<file path="config.mk">
export PLATFORM = sky130hd
export DESIGN_NAME = voice_allocator
export DESIGN_NICKNAME = d
export VERILOG_FILES = /design/src/rtl/voice_allocator.sv
export SDC_FILE = /design/constraint.sdc
export NUM_CORES = 1
export LEC_CHECK = 0
export CORE_MARGIN = 2
export CORE_UTILIZATION = 60
export DETAILED_ROUTE_END_ITERATION = 10
export DONT_BUFFER_PORTS = 1
export GPL_ROUTABILITY_DRIVEN = 0
export PLACE_DENSITY_LB_ADDON = 0.12
export SYNTH_ARGS = -nofsm -noshare
export SYNTH_HDL_FRONTEND = slang
export SYNTH_SLANG_ARGS = --single-unit
export TNS_END_PERCENT = 10
</file>
<file path="constraint.sdc">
create_clock -name clk -period 2.13 [get_ports clk]
set_input_delay 0.426 -clock clk [delete_from_list [all_inputs] [get_ports clk]]
set_output_delay 0.426 -clock clk [all_outputs]
set_load 0.02 [all_outputs]
</file>
<file path="src/rtl/voice_allocator.sv">
// Note-event scheduler for a bank of envelope_generator voices: picks a free voice per note-on
// and issues 1-cycle note_on/note_off pulses. Define VOICE_STEAL_EN to steal the oldest voice when none is free.
module voice_allocator #(
  parameter int NUM_VOICES = 4,
  parameter int KEY_W      = 7,
  parameter int AGE_W      = 8
) (
  input  logic                        clk,
  input  logic                        rst_b,
  input  logic                        ev_valid,
  output logic                        ev_ready,
  input  logic                        ev_on,
  input  logic [KEY_W-1:0]            ev_key,
  input  logic [NUM_VOICES-1:0]       voice_busy,
  input  logic [NUM_VOICES-1:0]       voice_done,
  output logic [NUM_VOICES-1:0]       voice_note_on,
  output logic [NUM_VOICES-1:0]       voice_note_off,
  output logic [NUM_VOICES*KEY_W-1:0] voice_key,
  output logic [15:0]                 drop_cnt
);

  localparam int IW = $clog2(NUM_VOICES);

  typedef enum logic [2:0] {
    S_IDLE, S_PROC, S_PULSE, S_STEAL_OFF, S_STEAL_WAIT
  } state_t;

  state_t                             r_state;
  logic                               r_ev_on;
  logic [KEY_W-1:0]                   r_ev_key;
  logic [NUM_VOICES-1:0]              r_alloc;
  logic [NUM_VOICES-1:0]              r_held;
  logic [NUM_VOICES-1:0]              r_note_on;
  logic [NUM_VOICES-1:0]              r_note_off;
  logic [NUM_VOICES-1:0][KEY_W-1:0]   r_voice_key;
  logic [AGE_W-1:0]                   r_age [NUM_VOICES];
  logic [15:0]                        r_drop_cnt;

  logic                               w_match;
  logic                               w_free_found;
  logic [IW-1:0]                      w_off_idx;
  logic [IW-1:0]                      w_free_idx;
  logic [IW-1:0]                      w_alloc_idx;
  logic                               w_do_alloc;
  logic [NUM_VOICES-1:0]              w_done_mask;

`ifdef VOICE_STEAL_EN
  logic [IW-1:0]                      r_victim;
  logic [IW-1:0]                      w_vic_idx;
  logic [AGE_W-1:0]                   w_vic_age;
  logic                               w_steal_alloc;
`endif

  assign ev_ready       = (r_state == S_IDLE);
  assign voice_note_on  = r_note_on;
  assign voice_note_off = r_note_off;
  assign voice_key      = r_voice_key;
  assign drop_cnt       = r_drop_cnt;

  // Lowest-index searches; strict '>' on age keeps ties at the lowest index.
  always_comb begin
    w_match      = 1'b0;
    w_off_idx    = '0;
    w_free_found = 1'b0;
    w_free_idx   = '0;
`ifdef VOICE_STEAL_EN
    w_vic_idx    = '0;
    w_vic_age    = '0;
`endif
    for (int unsigned i = 0; i < NUM_VOICES; i++) begin
      if (!w_match && r_held[i] && (r_voice_key[i] == r_ev_key)) begin
        w_match   = 1'b1;
        w_off_idx = IW'(i);
      end
      if (!w_free_found && !r_alloc[i] && !voice_busy[i]) begin
        w_free_found = 1'b1;
        w_free_idx   = IW'(i);
      end
`ifdef VOICE_STEAL_EN
      if (r_age[i] > w_vic_age) begin
        w_vic_age = r_age[i];
        w_vic_idx = IW'(i);
      end
`endif
    end
  end

  // A steal completes on the same edge that consumes the victim's done, so the
  // victim's new allocation must override that done-driven release.
  always_comb begin
    w_alloc_idx = w_free_idx;
    w_do_alloc  = (r_state == S_PROC) && r_ev_on && !w_match && w_free_found;
    w_done_mask = voice_done;
`ifdef VOICE_STEAL_EN
    w_steal_alloc = ((r_state == S_STEAL_OFF) || (r_state == S_STEAL_WAIT)) && voice_done[r_victim];
    if (w_steal_alloc) begin
      w_alloc_idx            = r_victim;
      w_do_alloc             = 1'b1;
      w_done_mask[r_victim]  = 1'b0;
    end
`endif
  end

  always_ff @(posedge clk or negedge rst_b) begin
    if (!rst_b) begin
      r_state     <= S_IDLE;
      r_ev_on     <= 1'b0;
      r_ev_key    <= '0;
      r_alloc     <= '0;
      r_held      <= '0;
      r_note_on   <= '0;
      r_note_off  <= '0;
      r_voice_key <= '0;
      r_drop_cnt  <= '0;
      for (int unsigned i = 0; i < NUM_VOICES; i++) r_age[i] <= '0;
`ifdef VOICE_STEAL_EN
      r_victim    <= '0;
`endif
    end else begin
      r_note_on  <= '0;
      r_note_off <= '0;

      if (w_do_alloc) begin
        r_note_on[w_alloc_idx]   <= 1'b1;
        r_alloc[w_alloc_idx]     <= 1'b1;
        r_held[w_alloc_idx]      <= 1'b1;
        r_voice_key[w_alloc_idx] <= r_ev_key;
        for (int unsigned i = 0; i < NUM_VOICES; i++) begin
          if (IW'(i) == w_alloc_idx)              r_age[i] <= '0;
          else if (r_alloc[i] && (r_age[i] != '1)) r_age[i] <= r_age[i] + 1'b1;
        end
      end

      case (r_state)
        S_IDLE: begin
          if (ev_valid) begin
            r_ev_on  <= ev_on;
            r_ev_key <= ev_key;
            r_state  <= S_PROC;
          end
        end
        S_PROC: begin
          r_state <= S_IDLE;
          if (r_ev_on) begin
            if (!w_match) begin
              if (w_free_found) begin
                r_state <= S_PULSE;
              end else begin
`ifdef VOICE_STEAL_EN
                r_victim <= w_vic_idx;
                if (r_held[w_vic_idx]) begin
                  r_note_off[w_vic_idx] <= 1'b1;
                  r_held[w_vic_idx]     <= 1'b0;
                  r_state               <= S_STEAL_OFF;
                end else begin
                  r_state <= S_STEAL_WAIT;
                end
`else
                if (r_drop_cnt != '1) r_drop_cnt <= r_drop_cnt + 16'd1;
`endif
              end
            end
          end else if (w_match) begin
            r_note_off[w_off_idx] <= 1'b1;
            r_held[w_off_idx]     <= 1'b0;
            r_state               <= S_PULSE;
          end
        end
        S_PULSE: r_state <= S_IDLE;
`ifdef VOICE_STEAL_EN
        S_STEAL_OFF, S_STEAL_WAIT: begin
          if (voice_done[r_victim]) r_state <= S_PULSE;
          else                      r_state <= S_STEAL_WAIT;
        end
`endif
        default: r_state <= S_IDLE;
      endcase

      for (int unsigned i = 0; i < NUM_VOICES; i++) begin
        if (w_done_mask[i]) begin
          r_alloc[i] <= 1'b0;
          r_held[i]  <= 1'b0;
        end
      end
    end
  end

endmodule

</file>
# Word-level counts from Yosys, hierarchy flattened
# Index checks and enable logic that the tools add are counted.
# totals
output_inout_bits	53
elab_cells	118
reg_bits	71
inputBits	19
# classes
muxes	44
n_reduce_logical	41
n_eq_ne	7
n_bitwise	6
n_addsub	1
magnitude_cmp	4
# ops
operator	n
2-to-1 mux 4 bit	9
bitwise mux 28 bit	1
== test 7 bit	4
2-to-1 mux 1 bit	20
logical AND 1 bit	19
adder 16 x 1 -> 16 bit, second input constant	1
!= test 16 bit, second input constant	1
zero test 1 bit	15
demux 7 bit (select 2 bit)	1
2-to-1 mux 2 bit	7
OR 4 bit	2
nonzero test 2 bit	4
2-to-1 mux 7 bit	1
less-than comparator 2 x 3 -> 1 bit, second input constant	2
2-to-1 mux 3 bit	2
one-hot mux 3 bit (2 select lines)	1
AND reduction 5 bit	1
AND 4 bit	1
demux 1 bit (select 2 bit)	2
>= comparator 2 x 1 -> 1 bit, second input constant	2
NOT 4 bit	1
== test 3 x 1 -> 1 bit, second input constant	1
zero test 3 bit	1
!= test 2 bit, second input constant	1
2 further kinds	3

# Depth between registers and ports, before layout
# Gate-level depths: netlist of the first run.
# depth
ltp_word	26
ltp_mapped	8
mapped_depth_nobuf	6

# Worst setup path before layout of the first run
# No wires, ideal clock.
# synth_timing
kind	reg2reg
start	register r_drop_cnt[0], in the netlist drop_cnt[0]
end	register r_drop_cnt[1], in the netlist drop_cnt[1]
period_less_slack_ps	2038
required_time_ps	2002
arrival_ps	1911
n_path_buf	1
path_stages_with_launch	7
setup_time_ps	128
setup_slack_ps	92
cell_sequence	dfrtp_1 -> ha_1 -> and4_1 -> clkbuf_1 -> a311oi_4 -> nand2_1 -> mux2_1
# synth_via
elab_chain_len	2
elab_cells_between_ends	3
classes_between	1 x add/sub; 1 x eq/ne; 1 x reduce/logical
# synth_rtl
element	line	rtl
start: declaration	37	logic [15:0] r_drop_cnt;
start signal: assignment	159	if (r_drop_cnt != '1) r_drop_cnt <= r_drop_cnt + 16'd1;
branches (longest 2 deep; another with adder 16 x 1 -> 16 bit)	-	
# Several ways; the timed one is not identified.
# A chain may end at the register's enable or synchronous reset.

# Final worst setup path of the first run
# layout_timing
start	register r_ev_key[1]
end	register r_voice_key, in the netlist voice_key[11]
# layout_via
elab_chain_len	18
elab_cells_between_ends	21
classes_between	4 x eq/ne; 4 x mux; 13 x reduce/logical
# layout_rtl
element	line	rtl
start: declaration	30	logic [KEY_W-1:0] r_ev_key;
start signal: assignment	138	r_ev_key <= ev_key;
== test 7 bit	71	if (!w_match && r_held[i] && (r_voice_key[i] == r_ev_key)) begin
logical AND 1 bit	71	
2-to-1 mux 1 bit	71	
zero test 1 bit	71	
logical AND 1 bit (2 in series)	71	
2-to-1 mux 1 bit	71	
zero test 1 bit	71	
logical AND 1 bit (2 in series)	71	
2-to-1 mux 1 bit	71	
zero test 1 bit	71	
logical AND 1 bit (2 in series)	71	
2-to-1 mux 1 bit *	71	
zero test 1 bit *	-	
logical AND 1 bit * (2 in series)	92	w_do_alloc = (r_state == S_PROC) && r_ev_on && !w_match && w_free_found;
end signal: indexed assignment	127	r_voice_key[w_alloc_idx] <= r_ev_key;
end: declaration	35	logic [NUM_VOICES-1:0][KEY_W-1:0] r_voice_key;
# Every way passes the cells marked *; elsewhere a longest branch is shown, timed or not.

==> impl_metrics.csv, run 1 <==
group,metric,value,unit
power_and_ir_drop,p_int,0.00313,W
cts,clockBufferDepth,2,
cells_and_area,drive_gt1_frac,0.353,
routing,drt_iter0_drc,120,
run_status,status,"complete, no violations",
power_and_ir_drop,power.density,1230,nW/um2
floorplan,io_pins,72,
power_and_ir_drop,p_sw_frac,0.362,
sta,maxSlewHeadroom,0.690,
floorplan,die_w,77.8,um
grt,antenna_found_initial,0,
logic_synthesis,async_reset_ff_frac,1.00,
setup_path,critPathMostFrequentCell,"buf_4",
setup_path,critPathTopFamily,"buffers and inverters",
power_and_ir_drop,p_comb_frac,0.351,
routing,vias,2220,
logic_synthesis,synth_fp_nets,285,
logic_synthesis,synthTopCellsByArea,"dfrtp_1, xnor2_1, mux2_2, mux2_1, nand4_1",
power_and_ir_drop,seqPwrFrac,0.430,
sta,fmax,0.474,GHz
routing,vias_per_cell,5.65,
run,max-cap-violations,0,
floorplan,core_area,5170,um2
sta,slew_violations,0,
power_and_ir_drop,p_leak,1.84,nW
routing,drt_pass1_iterations,4,
grt,grt_pass1_vias,2204,
routing,wl,6900,um
cells_and_area,final_util,0.773,
logic_synthesis,ys_warn_count,0,
cells_and_area,design_area,4000,um2
logic_synthesis,yosys_register_bits,70,
cells_and_area,nNetsFinal,338,
grt,overflow,0,
setup_path,start_kind,"register",
grt,gr-usage-met1,0.286,
cts,cts_tree,"built",
cts,cts.sinks,70,
cells_and_area,areaGrowthSynthToFinish,22.2,%
power_and_ir_drop,power.switching,0.00178,W
setup_path,cp_num_buf_inv,3,
setup_path,crit_required,2350,ps
cts,root_buffer,"clkbuf_8",
grt,grtUsageTotal,0.237,
grt,met2_usage,0.393,
sta,hold_ws,131,ps
cts,cts_made_buffers,9,
logic_synthesis,yosysSeqAreaShare,0.536,
logic_synthesis,synth_cell_types,36,
grt,grt_max_degree,71,
sta,hold_viol_final,0,
sta,setup_viol,0,
logic_synthesis,syn-cell-area,3270,um2
setup_path,crit_path_max_fanout,16,
grt,grt_pass1_wl,11000,um
routing,wire_per_inst,17.5,um
grt,top_usage_layer,"met2",
floorplan,rows,26,
logic_synthesis,synth_edf_count,0,
sta,timing.final.crit_share,0.991,
placement,dp_hpwl,4860,um
logic_synthesis,synth_top_area_cell,"dfrtp_1",
sta,clock_skew,14.6,ps
setup_path,critPathMaxStageDelay,470,ps
setup_path,critPathArrivalTime,2330,ps
sta,grt_setup_unrepaired,"yes",
placement,dpl_cell_area,3640,um2
setup_path,path_cells,"buf_4 -> xnor2_1 -> nand2_1 -> nor4_2 -> buf_4 -> nor3_4 -> buf_12 -> nand3b_4 -> mux2_1",
floorplan,start_util,0.632,
power_and_ir_drop,power_frac_clock,0.219,
sta,tightestPinTransition,463,ps
routing,drcViolationCount,0,
power_and_ir_drop,peakVddDrop,0.956,mV
hold_path,hold_class,"input pin to register",
setup_path,crit_type,"register to register",
logic_synthesis,yosysTopAreaCellShare,0.536,
cells_and_area,n_antenna_cell,0,
sta,min_period,2110,ps
logic_synthesis,ys.flop_type,"dfrtp_1",
logic_synthesis,netlist_instances,265,
setup_path,critPathCaptureType,"register",
floorplan,fp.dieArea,6060,um2
cts,clk_latency,340,ps
cts,clkTransAtPathRegs,80,ps
setup_path,cp_slowest_cell,"dfrtp_2",
sta,finalSetupTns,0,ps
placement,port_buffers,0,
grt,use_met3,0.0686,
floorplan,die_h,77.8,um
logic_synthesis,synth_area_per_cell,12.3,um2
cts,cts_htree_levels,3,
routing,ant_nets,0,
==> cells in the mapped netlist, types with 2 or more instances <==
| cell type | number |
|---|---|
| nand2_1 | 8 |
| mux2_1 | 17 |
| nand2b_1 | 2 |
| buf_4 | 7 |
| and3_1 | 9 |
| nor4_2 | 4 |
| nand4_1 | 13 |
| clkbuf_1 | 2 |
| xnor2_1 | 42 |
| nor3_1 | 6 |
| and4_1 | 2 |
| nand3_1 | 10 |
| nor4_1 | 3 |
| and2_1 | 2 |
| a211oi_1 | 2 |
| inv_1 | 9 |
| mux2_2 | 22 |
| a21oi_1 | 6 |
| nand2_2 | 3 |
| dfrtp_1 | 70 |
| nor2_1 | 11 |
==> logic make-up (layout without fill, tap and decap cells) <==
family                     Yosys count  count (layout)  share of synthesized area
DFF                                 70              70                      0.536
AOI/OAI and AO/OA                   14              14                     0.0333
adders and majority gates            1               1                    0.00382
xor gates and xnor gates            42              42                      0.112
and+or+nand+nor                     80              80                      0.150
buffers and inverters               19              77                     0.0302
muxes                               39              39                      0.134
==> cells in the final DEF, fill, tap and decap left out, types with 2 or more instances in the layout <==
cell,n
nor4_1,3
nand2_1,8
nor2_2,3
nor4_4,2
nand2b_1,2
clkbuf_8,11
nand4_1,13
inv_1,9
and2_1,2
buf_4,49
nor4_2,2
nand2_4,2
dfrtp_2,7
nor3_1,5
dfrtp_1,63
nor2_1,9
nand3_1,10
and4_1,2
xnor2_1,39
xnor2_2,3
mux2_2,22
clkinv_2,3
and3_1,9
a21oi_1,6
a211oi_1,2
mux2_1,17
==> flip-flops by register name, indices dropped and copies added (netlist names) <==
register,cells
voice_key,28
drop_cnt,16
r_ev_key,7
r_alloc,4
r_held,4
voice_note_off,4
voice_note_on,4
r_state,2
r_ev_on,1
==> stage by stage <==
step / instances / setup WS (ps) / total power [W]
2_1_floorplan: 265 / 91.6 / 0.00315
3_3_place_gp: 370 / -2.66 / 0.00365
3_5_place_dp: 370 / -68.2 / 0.00371
4_1_cts: 388 / 5.19 / 0.00483
5_1_grt: 393 / -109 / 0.00515
6_report: 393 / 20.0 / 0.00490
==> worst paths after layout <==
path	endpoint	cells past startpoint	slack, ps	start
worst max-delay path	voice_key[11]	9	20	r_ev_key[1]
worst min-delay path	r_alloc[0]	1	130	voice_done[0]
worst max register to register	voice_key[11]	9	20	r_ev_key[1]
worst min register to register	r_alloc[0]	2	530	r_alloc[0]
max in group asynchronous	r_ev_key[3]	2	1170	rst_b
min in group asynchronous	drop_cnt[0]	2	590	rst_b
==> timing repair <==
| item | CTS | global route |
|---|---|---|
| setup buffers | 0 | 5 |
| hold buffers | 2 | 0 |
| gates resized for setup | 4 | 14 |
| pin swaps | 0 | 5 |
| setup endpoints to repair | 22 | 36 |
| hold endpoints to repair | 70 | 0 |
==> layer usage <==
metal  part of all wire  vias to the layer above
li1                   -                     1039
met1               0.39                     1106
met2               0.52                       63
met3              0.064                       12
met4              0.019                        0
met5                  0                        -
==> final cells by class <==
| cell class | count | area (um2) |
|---|---|---|
| fillers | 334 | 1180 |
| multi-input cells | 176 | 1490 |
| well taps | 70 | 87.6 |
| clock buffers | 12 | 155 |
| repair buffers | 52 | 425 |
| inverters | 9 | 33.8 |
| clock inverters | 4 | 45.0 |
| flip-flops and latches | 70 | 1760 |
==> power groups by stage <==
stage          clock network (W)  logic [W]  registers [W]
2_1_floorplan                  0   0.000899        0.00225
3_3_place_gp                   0    0.00156        0.00210
3_5_place_dp                   0    0.00159        0.00211
4_1_cts                  0.00109    0.00165        0.00209
5_1_grt                  0.00115    0.00184        0.00215
6_report                 0.00107    0.00172        0.00211
Note: power is estimated with default switching activity, not from simulation.
==> run 2: changes to the inputs <==
HOLD_SLACK_MARGIN = 0.15   (was unset)
==> run 2 against run 1 <==
  * Largest power group unchanged
  * Hold slack improved by 100 ps
  * Routed wire length is 3.2% higher
  * Final cell count up 1.3%
  * First-iteration DRC count grew 27%
  * Sequential share of layout area shrank 0.73 points
  * Combinational power about the same
  * Critical path type unchanged
  * Clock skew is 2.9 ps lower
  * Via count grew 1.5%
  * Non-clock buffer count increased by 4
==> impl_metrics.csv, run 2 (synthesized netlist as in run 1, its figures left out) <==
group,metric,value,unit
run_status,status,"complete, no violations",
routing,drt_iter0_drc,152,
run,max-cap-violations,0,
sta,slew_violations,0,
placement,dpl_cell_area,3640,um2
sta,setup_viol,0,
sta,clock_skew,11.7,ps
placement,dp_hpwl,4860,um
placement,port_buffers,0,
floorplan,io_pins,72,
cts,cts_made_buffers,9,
cells_and_area,n_antenna_cell,0,
setup_path,start_kind,"register",
setup_path,cp_num_buf_inv,2,
hold_path,min_to,"r_ev_on",
cts,clk_latency,340,ps
setup_path,critPathTopFamily,"simple AND/OR/NAND/NOR gates",
cts,cts_htree_levels,3,
setup_path,path_cells,"xnor2_1 -> nand2_1 -> nor4_2 -> buf_4 -> nor3_4 -> buf_12 -> nand2_4 -> mux2_1",
hold_path,hold_path_depth,1,
setup_path,crit_required,2350,ps
power_and_ir_drop,peakVddDrop,0.962,mV
setup_path,crit_type,"register to register",
hold_path,hold_class,"input pin to register",
routing,drcViolationCount,0,
power_and_ir_drop,p_leak,1.87,nW
sta,maxSlewHeadroom,0.574,
grt,grt_pass1_vias,2250,
setup_path,critPathMaxStageDelay,500,ps
hold_path,worstHoldStart,"ev_on",
floorplan,die_h,77.8,um
routing,drt_pass1_iterations,4,
floorplan,die_w,77.8,um
cts,root_buffer,"clkbuf_8",
cells_and_area,drive_gt1_frac,0.345,
setup_path,crit_path_max_fanout,17,
sta,hold_viol_final,0,
grt,grtUsageTotal,0.243,
setup_path,critPathArrivalTime,2290,ps
sta,timing.final.crit_share,0.975,
power_and_ir_drop,power.density,1210,nW/um2
cts,clkTransAtPathRegs,80,ps
grt,antenna_found_initial,0,
setup_path,ff2ff_path_depth,8,
floorplan,fp.dieArea,6060,um2
cts,clockBufferDepth,2,
cells_and_area,final_cell_mix,"dfrtp_1, buf_4, xnor2_1",
floorplan,core_area,5170,um2
sta,hold_ws,233,ps
floorplan,start_util,0.632,
cells_and_area,largest_register_ffs,28,
sta,tightestPinTransition,637,ps
routing,wire_per_inst,17.9,um
routing,vias_per_cell,5.66,
cells_and_area,nNetsFinal,343,
setup_path,reg2reg_from,"r_ev_key[0]",
grt,overflow,0,
cells_and_area,areaGrowthSynthToFinish,24.3,%
placement,dp_slack,-68.2,ps
cts,cts_tree,"built",
grt,grt_max_degree,71,
sta,min_period,2080,ps
setup_path,regToRegSetupSlack,50,ps
setup_path,reg2reg_to,"voice_key[23]",
cts,cts.sinks,70,
sta,grt_setup_unrepaired,"yes",
routing,vias,2254,
routing,ant_nets,0,
cells_and_area,design_area,4060,um2
routing,wl,7120,um
setup_path,critPathCaptureType,"register",
sta,fmax,0.481,GHz
grt,grt_pass1_wl,11300,um
setup_path,cp_slowest_cell,"dfrtp_2",
sta,setup_ws,52.6,ps
floorplan,rows,26,
cells_and_area,mostFrequentLayoutCell,"dfrtp_1",
==> run 2: changes by cell type in the layout (fill, tap and decap cells not counted), sizes merged <==
cell,change
nand3b,+1
dlygate4sd3,+4
==> run 2: final cells by class <==
cell class / count / area (um2)
Multi-Input combinational cell: 177 / 1520
Inverter: 9 / 33.8
Clock inverter: 4 / 45.0
Sequential cell: 70 / 1760
Fill cell: 321 / 1110
Tap cell: 70 / 87.6
Clock buffer: 12 / 155
Timing Repair Buffer: 56 / 465
==> run 2: what timing repair did <==
action                                  in CTS  in global routing
setup buffers                                0                  5
hold buffers                                 6                  0
endpoints found under the setup margin      22                 36
endpoints found under the hold margin       78                  0
resized for setup                            4                 15
cloned                                       0                  1
pin swaps                                    0                  4
==> run 2: metrics by stage <==
stage	setup TNS, ps	total power (W)	cells	util
finish	0	0.00490	398	0.786
global route	-375	0.00516	398	0.786
CTS	0	0.00484	392	0.761
global placement	-2.66	0.00365	370	0.704
detailed placement	-710	0.00371	370	0.704
floorplan	0	0.00315	265	-
==> run 2: worst max-delay path by stage <==
stage,startpoint,to,slack (ps),cells after the start
4_1_cts,r_ev_key[2],voice_key[18],5,8
6_report,r_ev_key[0],voice_key[23],50,8
5_1_grt,r_ev_key[0],voice_key[23],-30,8
3_5_place_dp,r_ev_key[3],voice_key[15],-70,7
3_3_place_gp,r_ev_key[3],voice_key[20],-3,7
2_1_floorplan,drop_cnt[0],drop_cnt[1],90,6
==> run 2: metal layers <==
metal | global-route usage | up-vias | share of wire
met4 | 0.109 | 0 | 0.015
li1 | - | 1052 | -
met2 | 0.403 | 71 | 0.52
met1 | 0.294 | 1122 | 0.40
met3 | 0.0674 | 9 | 0.064
met5 | 0 | - | 0
==> run 2: power by group <==
group	internal (W)	leakage (nW)	total (W)	switching, W
logic	0.000862	0.852	0.00172	0.000861
registers	0.00166	0.908	0.00210	0.000440
clock network	0.000600	0.106	0.00107	0.000474
total	0.00313	1.87	0.00490	0.00178
==> run 3: changes to the inputs <==
CORE_ASPECT_RATIO = 0.6   (was unset)
==> run 3 against run 2 <==
  * Clock skew about the same
  * Maximum frequency down 1.6%
  * Hold slack got worse by 7.4 ps
  * Total power grew 2.1%
  * Sequential cell count unchanged
  * Register-to-register slack got worse by 30 ps
  * Critical path type unchanged
  * Highest routed layer unchanged
==> impl_metrics.csv, run 3 (synthesized netlist as in run 1, its figures left out) <==
group,metric,value,unit
sta,slew_violations,0,
setup_path,crit_required,2350,ps
sta,hold_ws,226,ps
power_and_ir_drop,p_leak,1.88,nW
cells_and_area,areaGrowthSynthToFinish,24.7,%
run,max-cap-violations,0,
routing,vias,2253,
grt,overflow,0,
cts,clockBufferDepth,2,
cts,clk_latency,340,ps
power_and_ir_drop,power_frac_clock,0.221,
floorplan,rows,20,
routing,drcViolationCount,0,
setup_path,cp_slowest_cell,"dfrtp_2",
cts,cts_made_buffers,9,
floorplan,die_h,61.2,um
setup_path,crit_type,"register to register",
routing,ant_nets,0,
setup_path,critPathCaptureType,"register",
cts,cts.sinks,70,
routing,vias_per_cell,5.68,
grt,grt_pass1_wl,11200,um
sta,setup_viol,0,
cells_and_area,drive_gt1_frac,0.356,
placement,dp_hpwl,5190,um
placement,dpl_cell_area,3620,um2
cells_and_area,largest_register_ffs,28,
cells_and_area,final_cell_mix,"dfrtp_1, buf_4, xnor2_1",
cts,cts_htree_levels,3,
setup_path,path_cells,"xnor2_1 -> nand2_1 -> nor4_4 -> nor3_4 -> buf_12 -> nand3b_4 -> mux2_1",
grt,antenna_found_initial,0,
setup_path,critPathMaxStageDelay,500,ps
power_and_ir_drop,p_sw_frac,0.366,
cts,root_buffer,"clkbuf_8",
setup_path,start_kind,"register",
sta,timing.final.crit_share,0.991,
placement,placed_cells,365,
sta,finalSetupTns,0,ps
cells_and_area,nNetsFinal,346,
setup_path,critPathArrivalTime,2330,ps
routing,wire_per_inst,18.1,um
power_and_ir_drop,p_int,0.00317,W
cells_and_area,mostFrequentLayoutCell,"dfrtp_1",
run_status,status,"complete, no violations",
grt,grt_pass1_vias,2153,
grt,grt_max_degree,71,
hold_path,hold_class,"input pin to register",
floorplan,fp.dieArea,6080,um2
routing,drt_iter0_drc,72,
power_and_ir_drop,power.density,1230,nW/um2
sta,maxSlewHeadroom,0.611,
cells_and_area,n_antenna_cell,0,
grt,grtUsageTotal,0.249,
power_and_ir_drop,total_power,0.00500,W
power_and_ir_drop,peakVddDrop,0.812,mV
cells_and_area,final_cells,397,
cts,clkTransAtPathRegs,80,ps
floorplan,core_area,5150,um2
placement,port_buffers,0,
sta,fmax,0.474,GHz
sta,hold_viol_final,0,
cells_and_area,design_area,4080,um2
power_and_ir_drop,p_comb_frac,0.370,
floorplan,die_w,99.3,um
floorplan,io_pins,72,
setup_path,crit_path_max_fanout,10,
sta,tightestPinTransition,584,ps
power_and_ir_drop,power.switching,0.00183,W
cts,cts_tree,"built",
routing,wl,7200,um
floorplan,start_util,0.634,
power_and_ir_drop,seqPwrFrac,0.409,
sta,min_period,2110,ps
routing,drt_pass1_iterations,4,
sta,grt_setup_unrepaired,"yes",
sta,clock_skew,11.6,ps
run 3: power by group through the flow:
stage | clock [W] | combinational (W) | sequential (W)
after CTS | 0.00112 | 0.00175 | 0.00204
after detailed placement | 0 | 0.00169 | 0.00206
after global placement | 0 | 0.00165 | 0.00204
after global routing | 0.00119 | 0.00199 | 0.00209
after floorplan | 0 | 0.000899 | 0.00225
final | 0.00110 | 0.00185 | 0.00204
run 3: stage by stage:
stage | worst slack (ps) | util
after floorplan | 91.6 | -
after CTS | 29.1 | 0.764
final | 19.2 | 0.791
after detailed placement | -45.2 | 0.702
after global routing | -87.2 | 0.791
after global placement | -11.9 | 0.702
run 3: path summary, 6_finish.rpt:
| kind | start | endpoint | slack [ps] | cells after the start |
|---|---|---|---|---|
| worst max-delay path | r_ev_key[3] | voice_key[13] | 20 | 7 |
| worst min-delay path | ev_key[3] | r_ev_key[3] | 230 | 1 |
| worst max register to register | r_ev_key[3] | voice_key[13] | 20 | 7 |
| worst min register to register | r_held[1] | r_held[1] | 520 | 2 |
| max in group asynchronous | rst_b | r_ev_key[0] | 1210 | 2 |
| min in group asynchronous | rst_b | r_ev_key[1] | 640 | 2 |
run 3: worst max-delay path, delay by kind of cell, from the launching register on:
kind	cells	cell delay, ps
buf+inv	1	150
xor+xnor	1	240
flops	1	500
mux	1	350
simple gates	4	750
run 3: final cells by class:
cell class	instances	area, um2
Multi-Input combinational cell	177	1510
Clock inverter	5	56.3
Tap cell	66	82.6
Sequential cell	70	1760
Clock buffer	11	151
Timing Repair Buffer	59	485
Fill cell	299	1080
Inverter	9	33.8
run 3: what timing repair did:
| item | CTS | global route |
|---|---|---|
| resized for setup | 8 | 12 |
| pin swaps | 1 | 7 |
| cloned | 0 | 1 |
| endpoints found under the hold margin | 78 | 0 |
| setup buffers | 1 | 8 |
| hold buffers | 6 | 0 |
| endpoints found under the setup margin | 28 | 27 |
run 3: per-layer routing:
layer | part of all wire | track usage | routed length, um | up-vias
li1 | - | - | - | 1053
met1 | 0.49 | 0.377 | 3500 | 1104
met2 | 0.41 | 0.339 | 2930 | 87
met3 | 0.098 | 0.0908 | 708 | 9
met4 | 0.0087 | 0.0685 | 63 | 0
met5 | 0 | 0 | 0 | -
